[src/rtl/rsp_merge_n.sv]
// rsp_merge_n: merges CH_NUM response channels through per-channel skid buffers into one FIFO write port.
// Define RSP_MERGE_FIXED_PRIO_EN for lowest-index-first priority; default is round-robin.
module rsp_merge_n #(
  parameter int CH_NUM      = 2,
  parameter int RSP_WIDTH   = 32,
  parameter int BUF_DEPTH   = 4,
  parameter int BLOCK_SLACK = 1
) (
  input  logic                        clk,
  input  logic                        rst_n,
  input  logic [CH_NUM-1:0]           rsp_write_en_in,
  input  logic [CH_NUM*RSP_WIDTH-1:0] rsp_data_in,
  input  logic                        rsp_fifo_almost_full,
  output logic                        rsp_write_en,
  output logic [RSP_WIDTH-1:0]        rsp_data,
  output logic [CH_NUM-1:0]           src_blocked,
  output logic [CH_NUM-1:0]           overflow_err
);
  localparam int PW = $clog2(BUF_DEPTH);
  localparam int CW = PW + 1;
  localparam int GW = $clog2(CH_NUM);
  logic [RSP_WIDTH-1:0] mem_q [CH_NUM][BUF_DEPTH];
  logic [PW-1:0]        rd_q [CH_NUM];
  logic [PW-1:0]        wr_q [CH_NUM];
  logic [CW-1:0]        cnt_q [CH_NUM];
  logic [CH_NUM-1:0]    ne, pop, push, ovf_q;
  logic                 gnt_v, we_q;
  logic [GW-1:0]        gnt_idx;
  logic [RSP_WIDTH-1:0] data_q;
  always_comb begin
    for (int i = 0; i < CH_NUM; i++) begin
      ne[i]          = cnt_q[i] != '0;
      pop[i]         = gnt_v && gnt_idx == GW'(i);
      push[i]        = rsp_write_en_in[i] && (cnt_q[i] != CW'(BUF_DEPTH) || pop[i]);
      src_blocked[i] = cnt_q[i] >= CW'(BUF_DEPTH - BLOCK_SLACK);
    end
  end
  assign gnt_v = !rsp_fifo_almost_full && |ne;
`ifdef RSP_MERGE_FIXED_PRIO_EN
  always_comb begin
    gnt_idx = '0;
    for (int k = CH_NUM - 1; k >= 0; k--)
      if (ne[k]) gnt_idx = GW'(k);
  end
`else
  logic [GW-1:0] last_q, cand;
  // scan downward so the last hit is the first candidate after last_grant
  always_comb begin
    gnt_idx = '0;
    cand    = '0;
    for (int k = CH_NUM - 1; k >= 0; k--) begin
      cand = GW'((int'(last_q) + 1 + k) % CH_NUM);
      if (ne[cand]) gnt_idx = cand;
    end
  end
  always_ff @(posedge clk or negedge rst_n)
    if (!rst_n) last_q <= GW'(CH_NUM - 1);
    else if (gnt_v) last_q <= gnt_idx;
`endif
  always_ff @(posedge clk)
    for (int i = 0; i < CH_NUM; i++)
      if (push[i]) mem_q[i][wr_q[i]] <= rsp_data_in[i*RSP_WIDTH +: RSP_WIDTH];
  always_ff @(posedge clk or negedge rst_n)
    if (!rst_n) begin
      for (int i = 0; i < CH_NUM; i++) begin
        rd_q[i]  <= '0;
        wr_q[i]  <= '0;
        cnt_q[i] <= '0;
      end
      ovf_q  <= '0;
      we_q   <= 1'b0;
      data_q <= '0;
    end else begin
      for (int i = 0; i < CH_NUM; i++) begin
        if (push[i]) wr_q[i] <= wr_q[i] + 1'b1;
        if (pop[i]) rd_q[i] <= rd_q[i] + 1'b1;
        cnt_q[i] <= cnt_q[i] + CW'(push[i]) - CW'(pop[i]);
      end
      ovf_q  <= ovf_q | (rsp_write_en_in & ~push);
      we_q   <= gnt_v;
      data_q <= gnt_v ? mem_q[gnt_idx][rd_q[gnt_idx]] : data_q;
    end
  assign rsp_write_en = we_q;
  assign rsp_data     = data_q;
  assign overflow_err = ovf_q;
endmodule

[config.mk]
export PLATFORM = sky130hd
export DESIGN_NAME = rsp_merge_n
export DESIGN_NICKNAME = d
export VERILOG_FILES = /design/src/rtl/rsp_merge_n.sv
export SDC_FILE = /design/constraint.sdc
export NUM_CORES = 1
export LEC_CHECK = 0
export CORE_ASPECT_RATIO = 0.8
export CORE_MARGIN = 3
export CORE_UTILIZATION = 55
export DETAILED_ROUTE_END_ITERATION = 16
export GPL_ROUTABILITY_DRIVEN = 0
export PLACE_DENSITY_LB_ADDON = 0.1
export SYNTH_ARGS = -nofsm -noshare
export SYNTH_HDL_FRONTEND = slang
export SYNTH_SLANG_ARGS = --single-unit
[constraint.sdc]
create_clock -name clk -period 4.3 [get_ports clk]
set_input_delay 0.86 -clock clk [delete_from_list [all_inputs] [get_ports clk]]
set_output_delay 0.86 -clock clk [all_outputs]
set_load 0.02 [all_outputs]
# Word level (Yosys, flattened, before mapping)
# Memories as Yosys holds them, arrays and structs flattened.
# Index checks and enable logic that the tools add are counted.
# word_totals
memories	1
register_bits	50
ram_bits	256
# mem_list
name	words	word_bits	rd	rd_clocked_by_memory_dff	write_ports	line_no	rtl
mem_q	2	128	1	0	2	22	logic [RSP_WIDTH-1:0] mem_q [CH_NUM][BUF_DEPTH];
# classes
n_lt_le_gt_ge	10
addsub	10
eq_ne	2
bitwise	8
n_reduce_logical	13
muxes	20
# ops
op	count
$mux W128	2
$demux W32 S2	2
$mux W32	4
$bmux W32 S2	1
$ge A3 B3 Y1 const B	3
$not A2 Y3	3
$add A2 B1 Y2 const B	4
$mux W1	8
$logic_and A1 B1 Y1	7
$add A3 B1 Y3	2
$ge A3 B2 Y1 const B	2
$lt A3 B1 Y1 const B	2
$mux W2	3
$ne A3 B3 Y1 const B	2
$reduce_bool A3 Y1	2
$sub A3 B1 Y3	2
$lt A1 B2 Y1 const B	2
$add A1 B1 Y1 const B	2
$and A2 B2 Y2	1
$ge A2 B2 Y1 const B	1
$logic_or A1 B1 Y1	2
$not A1 Y2	1
$not A2 Y2	1
$or A2 B2 Y2	1
3 further kinds	3

# Logic depth before layout (Yosys ltp)
# depth
ltp_word	14
mapped_depth	10
mapped_depth_nobuf	10

# Least setup slack after synthesis
# No wires, ideal clock.
# synth_timing
path_type	reg2reg
startpoint	register cnt_q[1] (netlist name)
endpoint	memory mem_q[0][0] (netlist name) (enable)
slack_ns	1.728
setup_ns	0.392
period_less_slack_ns	2.572
arrival_ns	2.180
path_stages_with_launch	5
t_required_ns	3.908
cell_sequence	dfrtp_1 > or3_4 > a211oi_4 > o21a_4 > and2_1
# synth_rtl
item	line_no	rtl
start, declared	25	logic [CW-1:0] cnt_q [CH_NUM];
start signal, assigned by index	77	cnt_q[i] <= cnt_q[i] + CW'(push[i]) - CW'(pop[i]);
end, declared	22	

# Worst setup path in the final report
# layout_timing
startpoint	register cnt_q[1] (netlist name)
endpoint	output port src_blocked[1]
# layout_via
elab_chain_len	1
# layout_rtl
item	line_no	rtl
$ge A3 B2 Y1	35	src_blocked[i] = cnt_q[i] >= CW'(BUF_DEPTH - BLOCK_SLACK);
end, declared	16	output logic [CH_NUM-1:0] src_blocked,
# No other way between the ends.

==> results.toml <==
[synth]
synth_edf_count = 256
ys_async_sr_fraction_pct = 16.3
yosysUniqueCellTypes = 34
postSynthCellCount = 567
yosysSeqAreaShare_pct = 76.5
syn_nets = 652
netlist_area_um2 = 11700
synth_seq_cells = 306
synth-main-ff-cell = "edfxtp_1"
yosys_warnings = 0
syn_area_per_cell_um2 = 20.6

[final_layout]
diodes = 0
fillCellCount = 1337
area_growth_pct = 19.3
final_layout_size_suffix_gt1_share_pct = 18.9
nNetsFinal = 767
fin_area_um2 = 13900

[cts]
clock-sinks = 306
clockBufferDepth = 3
clkTransAtPathRegs_ns = 0.06
root_buffer = "clkbuf_16"
cts_tree = "built"
ctsHoldBuffers = 0
cts_resized = 0
post_cts_buffers = 0
htree_levels = 1
cts_buffers = 29
clk-insertion-delay-late_ns = 0.54

[die]
dieArea_um2 = 23000
die_w_um = 169
die_y_um = 136
rows = 47
ios = 106
coreArea_um2 = 20800
initial_core_util_pct = 56.3

[global_routing]
grt_pass1_vias = 5991
overflow = 0
antenna_found_initial = 0
grt_pass1_wl_mm = 35.6
grt_start_max_net_pins = 51
grt.total_usage_pct = 20.7

[detailed_routing]
vias_per_cell = 5.75
postRouteAntennaNets = 0
avgRoutedWirePerCell_um = 23.7
drt_iter0_drc = 456
firstDrtPassIters = 4
totalWireLength_mm = 23.1
drc = 0
num_vias = 5598

[worst_setup_path]
crit_path_start_kind = "register"
path_cells = "ha_1 > o21ai_0 > nand2_1 > clkdlybuf4s50_1"
crit_fanout = 6
cp-end-kind = "primary output"
crit_arrival_ns = 2.00
path_delay_family = "buffers and inverters"
cp_slowest_cell = "clkdlybuf4s50_1"
r2r-start = "cnt_q[1]$_DFF_PN0_"
timing_worst_setup_path_type = "register to primary output"
cp_num_buf_inv = 1
required_ns = 3.44
critPathLaunch = "cnt_q[1]$_DFF_PN0_"
critical-path-max-stage-delay_ns = 0.55

[placement]
dp_hpwl_mm = 14.0
placed_cell_area_um2 = 13000
numPortBuffers = 105

[power_and_ir_drop]
power_w = 0.00988
power.density_nw_per_um2 = 709
p_leak_nw = 4.80
vdd_drop_max_uv = 558

[sta]
slew_headroom_pct = 29.4
fin_skew_ns = 0.0118
hold_viol = 0
fmax_ghz = 0.350
tns_ns = 0
min_period_over_period_pct = 66.4
drv_slew = 0
grt_setup_unrepaired = "no"
post-route-min-period_ns = 2.86
tightest_slew_ns = 1.05
setup_viol = 0

[hold_path]
hold_class = "input pin to async pin"

[run]
max_cap_viol_count = 0

[outcome]
status = "finished clean"
==> area by class of cell <==
| type | count | area (µm²) | area share [%] |
|---|---|---|---|
| clock buffer | 43 | 828 | 5.94 |
| clock inverter | 11 | 81.3 | 0.583 |
| inverter | 16 | 60.1 | 0.431 |
| multi-input combinational | 219 | 2600 | 18.6 |
| sequential | 306 | 8940 | 64.2 |
| tap | 269 | 337 | 2.41 |
| timing repair buffer | 110 | 1100 | 7.86 |
==> worst paths after layout <==
kind / slack, ns / endpoint / cells past startpoint
min in group clk: 0.46 / overflow_err[0]$_DFF_PN0_ / 1
setup / recovery: 1.44 / src_blocked[1] / 4
hold reg to reg: 0.46 / overflow_err[0]$_DFF_PN0_ / 1
hold / removal: 0.45 / overflow_err[0]$_DFF_PN0_ / 2
max in group asynchronous: 3.34 / rd_q[1]$_DFFE_PN0P_ / 2
setup reg to reg: 1.61 / mem_q[0][88]$_DFFE_PP_ / 4
==> cell usage after synthesis, drive strengths merged, types with 4 or more instances <==
cell      n  area [µm²]
inv      16        60.1
clkbuf   15        56.3
dfrtp    49        1230
and3      4        25.0
edfxtp  256        7690
o21ai     5        28.8
a21oi    33         165
and2      5        31.3
buf      11        62.6
xnor2     6        52.6
mux2i    32         320
mux4     64        1440
nand2     4        15.0
nor2     34         128
ha       14         175
==> worst register-to-register path: stages, from the launching register on <==
cell,delay [ns]
dfrtp_1,0.45
or3_4,0.44
a211oi_4,0.39
o21a_4,0.24
and2_2,0.78
==> power breakdown <==
part / leakage [nW] / switching, W / internal [W]
combinational: 1.45 / 0.00149 / 0.00146
clock: 0.453 / 0.00103 / 0.00139
sequential: 2.90 / 0.000501 / 0.00401
total: 4.80 / 0.00303 / 0.00686
==> sequential cells by signal (all words and copies together), names as in the netlist <==
name / count
overflow_err: 2
last_q: 1
cnt_q: 6
rsp_data: 32
rd_q: 4
mem_q: 256
rsp_write_en: 1
wr_q: 4
==> cell families (layout without fill, tap and decap cells) <==
| group | Yosys count | after routing | share of synthesized area, % |
|---|---|---|---|
| adders and majority gates | 16 | 16 | 1.84 |
| AOI/OAI and AO/OA | 45 | 45 | 2.29 |
| muxes | 97 | 97 | 15.2 |
| and+or+nand+nor | 53 | 53 | 2.07 |
| xor gates and xnor gates | 8 | 8 | 0.600 |
| buffers and inverters | 42 | 180 | 1.53 |
| DFF | 306 | 306 | 76.5 |
==> per-stage QoR <==
step / std cells / hold slack [ns] / setup slack, ns / utilization (%)
CTS: 974 / 0.466 / 1.40 / 67.2
floorplan: 567 / 0.487 / 1.73 / -
global placement: 920 / 0.442 / 1.03 / 62.8
global route: 974 / 0.498 / 1.33 / 67.2
finish: 974 / 0.454 / 1.44 / 67.2
detailed placement: 920 / 0.455 / 0.944 / 62.8
==> cell usage in the layout, fill, tap and decap left out, types with 5 or more instances in the layout <==
cell	n
clkdlybuf4s50_1	104
mux4_2	64
inv_1	15
xnor2_1	6
dfrtp_1	45
clkbuf_8	5
nor2_1	34
ha_1	14
clkbuf_16	29
mux2i_1	32
a21oi_1	32
clkinv_2	7
edfxtp_1	256
clkbuf_1	9
==> per-layer routing <==
layer  part of all wire [%]  global-route usage (%)  wire (µm)  vias to the layer above
li1                       -                       -          -                     2474
met1                     44                    30.4      10200                     2922
met2                     49                    33.9      11200                      178
met3                    5.8                    3.63       1330                       24
met4                    1.3                    3.52        296                        0
met5                      0                       0          0                        -
(Power assumes the default switching activity.)
